===== src/rtl/cordic_pkg.sv =====
// Shared constants for the CORDIC post-processing block.
//   N_FRAC_DEFAULT : default fraction bits (words are N_FRAC+1 bits signed)
//   GAIN_GUARD     : guard bits prepended below the operand LSB
//   N_TERMS        : number of shift-add gain terms
//   TERM_SHIFT/NEG : per-term right shift and subtract flag, index 0..3
//   state_e        : FSM state encodings
package cordic_pkg;

   localparam int unsigned N_FRAC_DEFAULT = 7;
   localparam int unsigned GAIN_GUARD     = 9;
   localparam int unsigned N_TERMS        = 4;

   // 1/K ~= 1/2 + 1/8 - 1/64 - 1/512 = 311/512
   localparam logic [N_TERMS-1:0][3:0] TERM_SHIFT = {4'd9, 4'd6, 4'd3, 4'd1};
   localparam logic [N_TERMS-1:0]      TERM_NEG   = 4'b1100;

   typedef enum logic [1:0] {
      StIdle  = 2'b00,
      StScale = 2'b01,
      StHold  = 2'b10
   } state_e;

endpackage


===== src/rtl/cordic_gain_acc.sv =====
// Per-axis gain compensation: captures one operand, accumulates one shifted
// term per step, and presents the rounded sum including the current term.
//   clk_i, rst_i : clock, synchronous active-high reset
//   load_i       : capture data_i and clear the accumulator
//   data_i       : signed raw operand
//   step_i       : add term term_i to the accumulator
//   term_i       : term index 0..N_TERMS-1
//   result_o     : round-half-up of (acc + current term), N_FRAC+1 bits
module cordic_gain_acc
   import cordic_pkg::*;
#(
   parameter int unsigned N_FRAC = N_FRAC_DEFAULT
) (
   input  logic                clk_i,
   input  logic                rst_i,
   input  logic                load_i,
   input  logic signed [N_FRAC:0] data_i,
   input  logic                step_i,
   input  logic [1:0]          term_i,
   output logic signed [N_FRAC:0] result_o
);

   localparam int unsigned AW = N_FRAC + 11;
   localparam logic signed [AW-1:0] HALF = AW'(1) <<< (GAIN_GUARD - 1);

   logic signed [AW-1:0] opnd_q, opnd_d;
   logic signed [AW-1:0] acc_q, acc_d;
   logic signed [AW-1:0] term, sum;

   always_comb begin
      // Operand carries GAIN_GUARD zero LSBs, so every right shift is exact.
      term = opnd_q >>> TERM_SHIFT[term_i];
      if (TERM_NEG[term_i]) begin
         term = -term;
      end
      sum = acc_q + term;

      opnd_d = opnd_q;
      acc_d  = acc_q;
      if (load_i) begin
         opnd_d = AW'(data_i) <<< GAIN_GUARD;
         acc_d  = '0;
      end else if (step_i) begin
         acc_d = sum;
      end
   end

   assign result_o = N_FRAC'(1) == 0 ? '0 : (N_FRAC + 1)'((sum + HALF) >>> GAIN_GUARD);

   always_ff @(posedge clk_i) begin
      if (rst_i) begin
         opnd_q <= '0;
         acc_q  <= '0;
      end else begin
         opnd_q <= opnd_d;
         acc_q  <= acc_d;
      end
   end

endmodule


===== src/rtl/cordic_postproc.sv =====
// CORDIC post-processor: multiplies x/y by 1/K (311/512) with four shift-add
// terms, rounds half-up, passes z through, and holds the word until accepted.
//   clk_i, rst_i            : clock, synchronous active-high reset
//   x_i, y_i, z_i           : signed raw CORDIC results
//   data_in_valid_strobe_i  : one-cycle pulse qualifying the inputs
//   x_o, y_o, z_o           : registered compensated x/y, pass-through z
//   data_out_valid_o        : output word valid (HOLD)
//   data_out_ready_i        : consumer accept
//   busy_o                  : state is not IDLE
//   overrun_o               : sticky, an input strobe was dropped
module cordic_postproc
   import cordic_pkg::*;
#(
   parameter int unsigned N_FRAC = N_FRAC_DEFAULT
) (
   input  logic                   clk_i,
   input  logic                   rst_i,
   input  logic signed [N_FRAC:0] x_i,
   input  logic signed [N_FRAC:0] y_i,
   input  logic signed [N_FRAC:0] z_i,
   input  logic                   data_in_valid_strobe_i,
   output logic signed [N_FRAC:0] x_o,
   output logic signed [N_FRAC:0] y_o,
   output logic signed [N_FRAC:0] z_o,
   output logic                   data_out_valid_o,
   input  logic                   data_out_ready_i,
   output logic                   busy_o,
   output logic                   overrun_o
);

   state_e state_q, state_d;
   logic [1:0] cnt_q, cnt_d;
   logic signed [N_FRAC:0] x_q, x_d, y_q, y_d, z_q, z_d, zraw_q, zraw_d;
   logic valid_q, valid_d, busy_q, busy_d, ovr_q, ovr_d;
   logic load, step;
   logic signed [N_FRAC:0] x_res, y_res;

   cordic_gain_acc #(.N_FRAC(N_FRAC)) u_acc_x (
      .clk_i   (clk_i),
      .rst_i   (rst_i),
      .load_i  (load),
      .data_i  (x_i),
      .step_i  (step),
      .term_i  (cnt_q),
      .result_o(x_res)
   );

   cordic_gain_acc #(.N_FRAC(N_FRAC)) u_acc_y (
      .clk_i   (clk_i),
      .rst_i   (rst_i),
      .load_i  (load),
      .data_i  (y_i),
      .step_i  (step),
      .term_i  (cnt_q),
      .result_o(y_res)
   );

   always_comb begin
      state_d = state_q;
      cnt_d   = cnt_q;
      x_d     = x_q;
      y_d     = y_q;
      z_d     = z_q;
      zraw_d  = zraw_q;
      ovr_d   = ovr_q;
      load    = 1'b0;
      step    = 1'b0;

      case (state_q)
         StIdle: begin
            if (data_in_valid_strobe_i) begin
               load    = 1'b1;
               zraw_d  = z_i;
               cnt_d   = '0;
               state_d = StScale;
            end
         end
         StScale: begin
            step  = 1'b1;
            cnt_d = cnt_q + 2'd1;
            if (data_in_valid_strobe_i) begin
               ovr_d = 1'b1;
            end
            if (cnt_q == 2'(N_TERMS - 1)) begin
               x_d     = x_res;
               y_d     = y_res;
               z_d     = zraw_q;
               state_d = StHold;
            end
         end
         StHold: begin
            if (data_out_ready_i) begin
               // A strobe on the handshake cycle starts the next word directly.
               if (data_in_valid_strobe_i) begin
                  load    = 1'b1;
                  zraw_d  = z_i;
                  cnt_d   = '0;
                  state_d = StScale;
               end else begin
                  state_d = StIdle;
               end
            end else if (data_in_valid_strobe_i) begin
               ovr_d = 1'b1;
            end
         end
         default: state_d = StIdle;
      endcase

      valid_d = (state_d == StHold);
      busy_d  = (state_d != StIdle);
   end

   always_ff @(posedge clk_i) begin
      if (rst_i) begin
         state_q <= StIdle;
         cnt_q   <= '0;
         x_q     <= '0;
         y_q     <= '0;
         z_q     <= '0;
         zraw_q  <= '0;
         valid_q <= 1'b0;
         busy_q  <= 1'b0;
         ovr_q   <= 1'b0;
      end else begin
         state_q <= state_d;
         cnt_q   <= cnt_d;
         x_q     <= x_d;
         y_q     <= y_d;
         z_q     <= z_d;
         zraw_q  <= zraw_d;
         valid_q <= valid_d;
         busy_q  <= busy_d;
         ovr_q   <= ovr_d;
      end
   end

   assign x_o              = x_q;
   assign y_o              = y_q;
   assign z_o              = z_q;
   assign data_out_valid_o = valid_q;
   assign busy_o           = busy_q;
   assign overrun_o        = ovr_q;

endmodule


===== config.mk =====
export PLATFORM = sky130hd
export DESIGN_NAME = cordic_postproc
export DESIGN_NICKNAME = d
export VERILOG_FILES = /design/src/rtl/cordic_pkg.sv /design/src/rtl/cordic_gain_acc.sv /design/src/rtl/cordic_postproc.sv
export SDC_FILE = /design/constraint.sdc
export NUM_CORES = 1
export LEC_CHECK = 0
export CAP_MARGIN = 15
export CORE_UTILIZATION = 40
export CTS_BUF_LIST = sky130_fd_sc_hd__clkbuf_16
export DETAILED_ROUTE_END_ITERATION = 8
export PLACE_DENSITY = 0.6
export SYNTH_ARGS = -nofsm -noshare
export SYNTH_HDL_FRONTEND = slang
export SYNTH_SLANG_ARGS = --single-unit

===== constraint.sdc =====
create_clock -name clk_i -period 15.4 [get_ports clk_i]
set_input_delay 1.54 -clock clk_i [delete_from_list [all_inputs] [get_ports clk_i]]
set_output_delay 1.54 -clock clk_i [all_outputs]
set_load 0.05 [all_outputs]

[Word level (Yosys, flattened, before mapping)]
Cells that the tools add are included.
Operators by class
  $add $sub $neg: 7
  multipliers: 0
  divide/modulo/power cells: 0
  $lt $le $gt $ge: 1
  equal/unequal tests: 6
  shift-type cells: 2
  mux-type cells: 24
  bitwise operators: 0
  reductions and logical operators: 10
Operators with widths (count)
  18-bit adder: 2
  18-bit 2-to-1 mux: 2
  18-bit negator: 2
  17-bit by 4-bit >>> shifter with 18-bit output: 2
  17-bit by 10-bit adder with 17-bit output (second input constant): 2
  8-bit 2-to-1 mux: 2
  8-bit one-hot mux with 2 select lines: 1
  2-bit one-hot mux with 3 select lines: 2
  2-bit 2-to-1 mux: 5
  4-bit binary-select mux with 2-bit select: 1
  2-bit AND reduction: 4
  1-bit 2-to-1 mux: 7
  2-bit equality test (second input constant): 3
  2-bit nonzero test: 3
  4-bit 2-to-1 mux: 1
  2-bit inequality test (second input constant): 2
  1-bit one-hot mux with 2 select lines: 2
  2-bit by 3-bit less-than comparator with 1-bit output (second input constant): 1
  3-bit nonzero test: 1
  2-bit by 1-bit adder with 2-bit output (second input constant): 1
  1-bit binary-select mux with 2-bit select: 1
  2-bit by 1-bit equality test with 1-bit output (second input constant): 1
  2-bit logical NOT: 1
  2-bit OR reduction: 1
Storage, ports and cells
  register bits: 91
  bits in latches: 0
  bits in writable memories: 0
  ROM bits: 0
  input port bits: 28
  output and inout bits: 27
  logic and storage cells: 63
  memories kept: 0

[Logic depth before layout (Yosys ltp)]
Gate-level depths: netlist (run 1).
  depth after elaboration: 7
  mapped depth: 24

[Hierarchy]
Synthesis (run 1) repeated with hierarchy kept, for this count alone.
Second synthesis, totals
  cell total of the unflattened synthesis: 901
  area, all modules: 7424.6 µm²
Modules (own cells, without submodules)
  cordic_gain_acc at u_acc_x: times used 1, cells an instance 388, area an instance 3100.5 µm², sequential area each 500.5 µm²
  cordic_gain_acc at u_acc_y: times used 1, cells an instance 341, area an instance 2782.7 µm², sequential area each 500.5 µm²
  cordic_postproc: times used 1, cells an instance 172, area an instance 1541.5 µm², sequential area each 780.7 µm²

[Worst setup path before layout (run 1)]
No wires, ideal clock.
  path kind: register to register
  from: register cnt_q[1]
  to: register y_q[7] (netlist: y_o[7])
  library setup time: 0.086 ns
  arrival: 5.097 ns
  data required time: 15.314 ns
  setup slack: 10.217 ns
  cell stages (with the launch flop): 24
  path buffers: 2
  period minus slack after synthesis: 5.183 ns
  path through: dfxtp_1 ha_1 buf_4 buf_2 inv_2 mux4_2 and2_1 inv_1 ha_1 o2111ai_1 or2_4 o21ai_0 xnor2_1 ha_1 a21o_1 a21oi_1 o221ai_1 a31oi_1 nor2_1 nand4b_1 nor4_1 nand2_1 xor2_1 a211oi_1
On the way
  longest elaborated chain between the ends: 7
  elaborated cells on any way between the ends: 11
  classes of those cells: 3 x add/sub; 1 x eq/ne; 1 x shift; 5 x mux; 1 x reduce/logical
Ends and longest elaborated chain
  start, declared: line cordic_postproc.sv:32  | logic [1:0] cnt_q, cnt_d;
  start signal, assigned: line cordic_postproc.sv:126  | cnt_q <= cnt_d;
  4-bit binary-select mux with 2-bit select: line cordic_gain_acc.sv:32  | term = opnd_q >>> TERM_SHIFT[term_i];
  4-bit 2-to-1 mux (not written as such): line cordic_gain_acc.sv:32
  17-bit by 4-bit >>> shifter with 18-bit output: line cordic_gain_acc.sv:32
  18-bit negator: line cordic_gain_acc.sv:34  | term = -term;
  18-bit 2-to-1 mux: line cordic_gain_acc.sv:33  | if (TERM_NEG[term_i]) begin
  18-bit adder: line cordic_gain_acc.sv:36  | sum = acc_q + term;
  17-bit by 10-bit adder with 17-bit output: line cordic_gain_acc.sv:48  | assign result_o = N_FRAC'(1) == 0 ? '0 : (N_FRAC + 1)'((sum + HALF) >>> GAIN_GUARD);
  end signal, assigned: line cordic_postproc.sv:128  | y_q <= y_d;
  end, declared: line cordic_postproc.sv:33  | logic signed [N_FRAC:0] x_q, x_d, y_q, y_d, z_q, z_d, zraw_q, zraw_d;
Several ways; a longest one is shown, not always the timed one. The select of a mux whose other input is x is not followed.
A chain may end at the register's enable or synchronous reset.

[Worst setup path after layout (run 1)]
Ends and elaborated chain as after synthesis.

==> flow_metrics.tcl, run 1 <==
set metrics [dict create \
    status "complete, no violations" \
    antenna_left 0 \
    grtUsageMet2 0.305 \
    worst_pin_slew_ps 994 \
    clk_latency_ps 360 \
    root_buffer "clkbuf_16" \
    core.rowCount 47 \
    grt_pass1_wl_um 28800 \
    n_antenna_cell 0 \
    power.density_mw_per_mm2 78.2 \
    wire_per_inst_um 15.4 \
    seq_area_frac_synth 0.259 \
    fin_crit_sh 0.395 \
    synth_cells 881 \
    via_per_inst 5.51 \
    dp_cells 1104 \
    core_sq_mm 0.0167 \
    numPortBuffers 54 \
    max_freq_mhz 165 \
    required_ps 15670 \
    cts_setup_buffers 0 \
    drc 0 \
    cellLeakagePower_uw 0.00293 \
    die_w_um 133 \
    whs_ps 453 \
    dpl_cell_area_sq_mm 0.00748 \
    reg2reg_to "y_o[7]$_SDFFE_PP0P_" \
    min_period_ps 6080 \
    critical_path_class "flop to flop" \
    fin_skew_ps 9.66 \
    antenna_found_initial 0 \
    cp_cell_sequence "buf_4, ha_1, inv_2, mux4_2, and2_1, inv_1, ha_1, o2111ai_1, or2_4, o21ai_0, xnor2_1, ha_1, o21ai_0, a21oi_1, a41oi_1, xnor2_1, nor3b_1, nand2_1, nor4_1, nand2_1, xor2_1, a211oi_1" \
    grtUsageMet3 0.0312 \
    clkTransAtPathRegs_ps 80 \
    cts_resized 0 \
    hp-class "flop to flop" \
    final_core_util 0.466 \
    vdd_drop_max_mv 0.0546 \
    h-tree-depth 3 \
    clock-sinks 89 \
    rsz0062_at_grt "no" \
    final_common_cell "nand2_1" \
    yosys_warnings 0 \
    r2r_slack_ps 9320 \
    multi_input_area_sq_mm 0.00478 \
    cp-start-kind "flop" \
    dr.pass1.iters 6 \
    arrival_ps 6350 \
    area_growth_syn_to_layout_pct 13.2 \
    grt-ovfl-total 0 \
    cts_buffers 9 \
    crit_slowest_cell "ha_1" \
    drt-initial-drc-count 329 \
    grt_pass1_vias 5639 \
    end_kind "flop" \
    globalplace.congestion 0.889 \
    critical_path.max_fanout 36 \
    postLayoutCellArea_sq_mm 0.00779 \
    hold_buffers 0 \
    cts_tree "built" \
    clockBufferDepth 2 \
    grt-busiest-layer "met2" \
    syn-mean-instance-area_sq_um 7.81 \
    nets 968 \
    rr_worst_depth 22 \
    hold_path_depth 2 \
    grt_util_met1 0.294 \
    ios 55 \
    crit_top_cell "ha_1" \
    min_to "z_o[6]$_SDFFE_PP0P_" \
    drive_gt1_frac 0.0833 \
    maxSlewViolCount 0 \
    synth_edf_count 0 \
    start_util 0.412 \
    fin_cells 1120 \
    synthesis.nets 954 \
    worstHoldStart "zraw_q[6]$_SDFFE_PP0P_" \
    seq_area_sq_mm 0.00178 \
    synthArstFlopShare 0 \
    yosys_most_used_dff "dfxtp_1" \
    routed_wl_um 17200 \
    hold_viol_final 0 \
    crit-reg2reg-launch "cnt_q[1]$_SDFFE_PP0P_" \
    maxCapViolations 0 \
    via_count 6167 \
    dp_hpwl_um 12500 \
    grt_usage 0.201 \
    final_cell_mix "175 x nand2_1, 89 x a21oi_1, 89 x dfxtp_1, 55 x nor2_1, 53 x clkdlybuf4s50_1" \
    die_area_sq_mm 0.0177 \
    slew_headroom 0.335 \
    synth_area_sq_mm 0.00688 \
    fin_setup_tns_ps 0 \
    dieHeight_um 133 \
    synth_cell_types 84 \
    max_stage_delay_ps 870 \
    grt_max_degree 56 \
    fillCellCount 1714 \
    setup_viol 0 \
    synth_seq_cells 89 \
]
## area by class of cell
class,count,area share
repair buffers,61,0.0755
inverters,14,0.00675
clock buffers,9,0.0289
flip-flops and latches,89,0.229
well taps,220,0.0353
clock inverters,7,0.0104
multi-input cells,720,0.614
## per-stage QoR
| stage | worst slack [ps] | total power [uW] |
|---|---|---|
| 2_1_floorplan | 10220 | 352 |
| 3_3_place_gp | 9440 | 384 |
| 3_5_place_dp | 9360 | 384 |
| 4_1_cts | 9320 | 617 |
| 5_1_grt | 8730 | 642 |
| 6_report | 9320 | 609 |
## state kept, by name, indices dropped and copies added (netlist names)
name and cells:
y_o 8, zraw_q 8, busy_o 1, state_q 2, cnt_q 2, z_o 8
overrun_o 1, u_acc_y.opnd_q 8, data_out_valid_o 1, x_o 8, u_acc_x.acc_q 17, u_acc_x.opnd_q 8
u_acc_y.acc_q 17
## cell usage after synthesis (all sizes together) (3+ instances only)
master	number	area, sq um
buf	12	98.8
nand3b	3	26.3
nand4	4	25.0
and2	5	33.8
nor3	13	65.1
a221oi	3	26.3
a22oi	3	22.5
nand2b	13	81.3
inv	14	52.6
dfxtp	89	1780
a211oi	23	178
a21oi	89	445
o31ai	7	52.6
o22ai	7	43.8
clkbuf	46	173
xnor2	42	383
a21o	11	82.6
and3	7	43.8
o21ai	48	240
a2111oi	3	26.3
and4	3	28.8
mux4	8	184
ha	43	538
nor4	4	25.0
nor2	56	210
xor2	27	236
or2	7	46.3
mux2	17	203
nor2b	9	56.3
a31oi	4	25.0
o21a	4	30.0
a211o	4	36.3
nand2	175	657
mux2i	16	160
nand3	16	85.1
or3	4	25.0
a311oi	7	85.1
## worst max path at each step
stage / end / startpoint / depth (start not counted)
after global routing: y_o[7]$_SDFFE_PP0P_ / cnt_q[1]$_SDFFE_PP0P_ / 22
after floorplan: y_o[7]$_SDFFE_PP0P_ / cnt_q[1]$_SDFFE_PP0P_ / 23
after global placement: y_o[7]$_SDFFE_PP0P_ / cnt_q[1]$_SDFFE_PP0P_ / 22
after detailed placement: y_o[7]$_SDFFE_PP0P_ / cnt_q[1]$_SDFFE_PP0P_ / 22
final: y_o[7]$_SDFFE_PP0P_ / cnt_q[1]$_SDFFE_PP0P_ / 22
after CTS: y_o[7]$_SDFFE_PP0P_ / cnt_q[1]$_SDFFE_PP0P_ / 22
## routing by layer
layer  vias up  part of all wire
li1       3151                 -
met1      2878              0.51
met2       122              0.45
met3        16             0.037
met4         0             0.012
met5         -                 0
## report_power, final
group          switching, uW  internal [uW]  total (uW)  leakage (uW)
Combinational           78.5           54.8         133       0.00206
Sequential              8.76            237         246      0.000722
Clock                    114            116         230      0.000150
Total                    201            408         609       0.00293
## logic make-up after synthesis
| group | share of synthesized area |
|---|---|
| xor gates and xnor gates | 0.0901 |
| AOI/OAI and AO/OA | 0.227 |
| and+or+nand+nor | 0.213 |
| muxes | 0.0795 |
| buffers and inverters | 0.0471 |
| DFF | 0.259 |
| adders and majority gates | 0.0841 |
## worst max-delay path, delay by kind of cell (launching register included)
kind	cells	cell delay (ps)
adder cells (fa/ha/maj)	3	1390
flip-flops	1	300
multiplexers	1	500
AO/OA/AOI/OAI	6	1130
AND/OR/NAND/NOR	6	1530
XOR/XNOR	3	570
buffers and inverters	3	560
(Power assumes the default switching activity.)
==> run 2: changes to the inputs <==
--- a/config.mk
+++ b/config.mk
@@ -9,7 +9,7 @@
 export CORE_UTILIZATION = 40
 export CTS_BUF_LIST = sky130_fd_sc_hd__clkbuf_16
 export DETAILED_ROUTE_END_ITERATION = 8
-export PLACE_DENSITY = 0.6
+export PLACE_DENSITY = 0.63
 export SYNTH_ARGS = -nofsm -noshare
 export SYNTH_HDL_FRONTEND = slang
 export SYNTH_SLANG_ARGS = --single-unit
==> constraint.sdc (replaced) <==
create_clock -name clk_i -period 4.9 [get_ports clk_i]
set_input_delay 0.49 -clock clk_i [delete_from_list [all_inputs] [get_ports clk_i]]
set_output_delay 0.49 -clock clk_i [all_outputs]
set_load 0.05 [all_outputs]
==> run 2 against run 1 <==
Effect of this change: clock power grew to 3.0 times the previous value; power grew to 3.4 times the previous value; critical endpoint unchanged; fmax rose by 23%; sequential share of layout area fell by 3.8 points; largest power group unchanged; clock skew shrank 0.97 ps; hold slack about the same; combinational power rose to 4.4 times the previous value; count of clock-buffer cells in the layout did not move; the run now ends with negative setup slack left; first-iteration DRC count down 2.4%; global-route usage grew 1.1 points; die area did not move; routed wire length rose by 9.8%.
==> flow_metrics.tcl, run 2 (synthesis results as in run 1) <==
set metrics [dict create \
    required_ps 5180 \
    clkTransAtPathRegs_ps 70 \
    die_w_um 133 \
    vdd_drop_max_mv 0.171 \
    root_buffer "clkbuf_16" \
    grt_max_degree 56 \
    nets 1105 \
    clk_latency_ps 360 \
    hold_buffers 0 \
    fillCellCount 1574 \
    cellLeakagePower_uw 0.00374 \
    power.density_mw_per_mm2 220 \
    power.total_uw 2060 \
    reg2reg_to "y_o[7]$_SDFFE_PP0P_" \
    setup_slack_ps -31.6 \
    clockBufferDepth 2 \
    wire_per_inst_um 15.0 \
    clock-sinks 89 \
    drive_gt1_frac 0.285 \
    final_cell_mix "169 x nand2_1, 133 x buf_4, 87 x dfxtp_1, 79 x a21oi_1, 54 x nor2_1" \
    maxCapViolations 0 \
    die_area_sq_mm 0.0177 \
    worst_pin_slew_ps 929 \
    critical_path.max_fanout 7 \
    grt_pass1_vias 6111 \
    rr_worst_depth 23 \
    grt_usage 0.213 \
    hp-class "flop to flop" \
    grt_pass1_wl_um 30500 \
    cts_tree "built" \
    dr.pass1.iters 4 \
    hold_viol_final 0 \
    cp-start-kind "flop" \
    h-tree-depth 3 \
    drc 0 \
    max_freq_mhz 203 \
    end_kind "flop" \
    whs_ps 453 \
    critical_path_class "flop to flop" \
    worstHoldStart "zraw_q[6]$_SDFFE_PP0P_" \
    cts_buffers 9 \
    rsz0062_at_grt "yes" \
    arrival_ps 5210 \
    grt-ovfl-total 0 \
    dp_hpwl_um 13500 \
    antenna_left 0 \
    numPortBuffers 54 \
    fin_crit_sh 1.01 \
    min_to "z_o[6]$_SDFFE_PP0P_" \
    n_antenna_cell 0 \
    violations "negative setup slack" \
    via_per_inst 5.28 \
    status "finished with violations" \
    globalplace.congestion 0.846 \
    ios 55 \
    via_count 6632 \
    area_growth_syn_to_layout_pct 36.1 \
    final_common_cell "nand2_1" \
    routed_wl_um 18900 \
    r2r_slack_ps -30 \
    drt-initial-drc-count 321 \
    dieHeight_um 133 \
    crit-reg2reg-launch "cnt_q[0]$_SDFFE_PP0P_" \
    antenna_found_initial 0 \
    largestRegisters "u_acc_x.acc_q (17), u_acc_y.acc_q (17)" \
    slew_headroom 0.379 \
    min_period_ps 4930 \
    hold_path_depth 2 \
    core_sq_mm 0.0167 \
    setup_viol 2 \
    fin_skew_ps 8.70 \
    start_util 0.412 \
    maxSlewViolCount 0 \
    core.rowCount 47 \
]
## run 2: cell count changes in the layout (fill, tap and decap cells not counted), sizes merged
| cell | previous run | this run |
|---|---|---|
| buf | 8 | 145 |
| clkinv | 3 | 2 |
| inv | 18 | 19 |
## run 2: power breakdown
group	internal [uW]	total (uW)	switching, uW	leakage [uW]
clock	360	701	340	0.000146
sequential	744	772	27.3	0.000724
combinational	284	587	303	0.00287
## run 2: critical path, stage by stage, from the launching register on
cell and delay [ps]:
dfxtp_2 350, inv_4 50, ha_4 150, buf_6 130, mux2_4 300, buf_6 120, mux4_2 450, nand2_2 90
nand2_2 60, or4_4 530, o31ai_4 200, xor2_1 100, ha_1 360, nand4_1 200, o21ba_4 280, o221ai_4 80
a31oi_4 140, a211oi_2 280, nand4b_1 150, buf_6 160, nor4_4 230, nand2_1 100, xor2_1 150, a211oi_1 180
## run 2: layout make-up
cell class | count | area (sq um) | share of cell area
Clock buffer | 9 | 225 | 0.0241
Clock inverter | 7 | 68.8 | 0.00735
Inverter | 14 | 57.6 | 0.00615
Multi-Input combinational cell | 720 | 5280 | 0.564
Sequential cell | 89 | 1790 | 0.191
Tap cell | 220 | 275 | 0.0294
Timing Repair Buffer | 198 | 1670 | 0.178
## run 2: metal layers
layer  global-route usage  vias to the layer above  wire [um]
met3               0.0312                       14        506
li1                     -                     3425          -
met4               0.0530                        0        214
met5                    0                        -          0
met2                0.343                       73       8920
met1                0.297                     3120       9270
## run 2: worst max-delay path by stage
stage	start	slack, ps	cells past startpoint	endpoint
2_1_floorplan	cnt_q[0]$_SDFFE_PP0P_	3	24	y_o[7]$_SDFFE_PP0P_
3_3_place_gp	cnt_q[0]$_SDFFE_PP0P_	20	23	y_o[5]$_SDFFE_PP0P_
3_5_place_dp	cnt_q[0]$_SDFFE_PP0P_	-70	23	y_o[5]$_SDFFE_PP0P_
4_1_cts	cnt_q[0]$_SDFFE_PP0P_	2	22	x_o[7]$_SDFFE_PP0P_
5_1_grt	cnt_q[0]$_SDFFE_PP0P_	-220	23	y_o[7]$_SDFFE_PP0P_
6_report	cnt_q[0]$_SDFFE_PP0P_	-30	23	y_o[7]$_SDFFE_PP0P_
## run 2: repair_timing
action | 4_1_cts | 5_1_grt
setup endpoints to repair | 4 | 23
buffers inserted | 4 | 12
gates cloned | 0 | 0
resized for setup | 6 | 110
pin swaps | 4 | 58
## run 2: metrics by stage
step                      setup TNS (ps)  utilization  std cells  instance area (sq um)  worst slack (ps)
after floorplan                        0            -        881                   6930              2.53
after global placement                 0        0.506       1225                   8460              22.1
after detailed placement            -145        0.506       1225                   8460             -70.0
after CTS                              0        0.528       1245                   8810              2.36
after global routing                -819        0.560       1257                   9360              -224
final                              -40.9        0.560       1257                   9360             -31.6
==> run 3: changes to the inputs <==
--- a/config.mk
+++ b/config.mk
@@ -7,7 +7,6 @@
 export LEC_CHECK = 0
 export CAP_MARGIN = 15
 export CORE_UTILIZATION = 40
-export CTS_BUF_LIST = sky130_fd_sc_hd__clkbuf_16
 export DETAILED_ROUTE_END_ITERATION = 8
 export PLACE_DENSITY = 0.63
 export SYNTH_ARGS = -nofsm -noshare
==> results of run 3 <==
No change in the layout: final DEF, timing and power equal those of run 2.
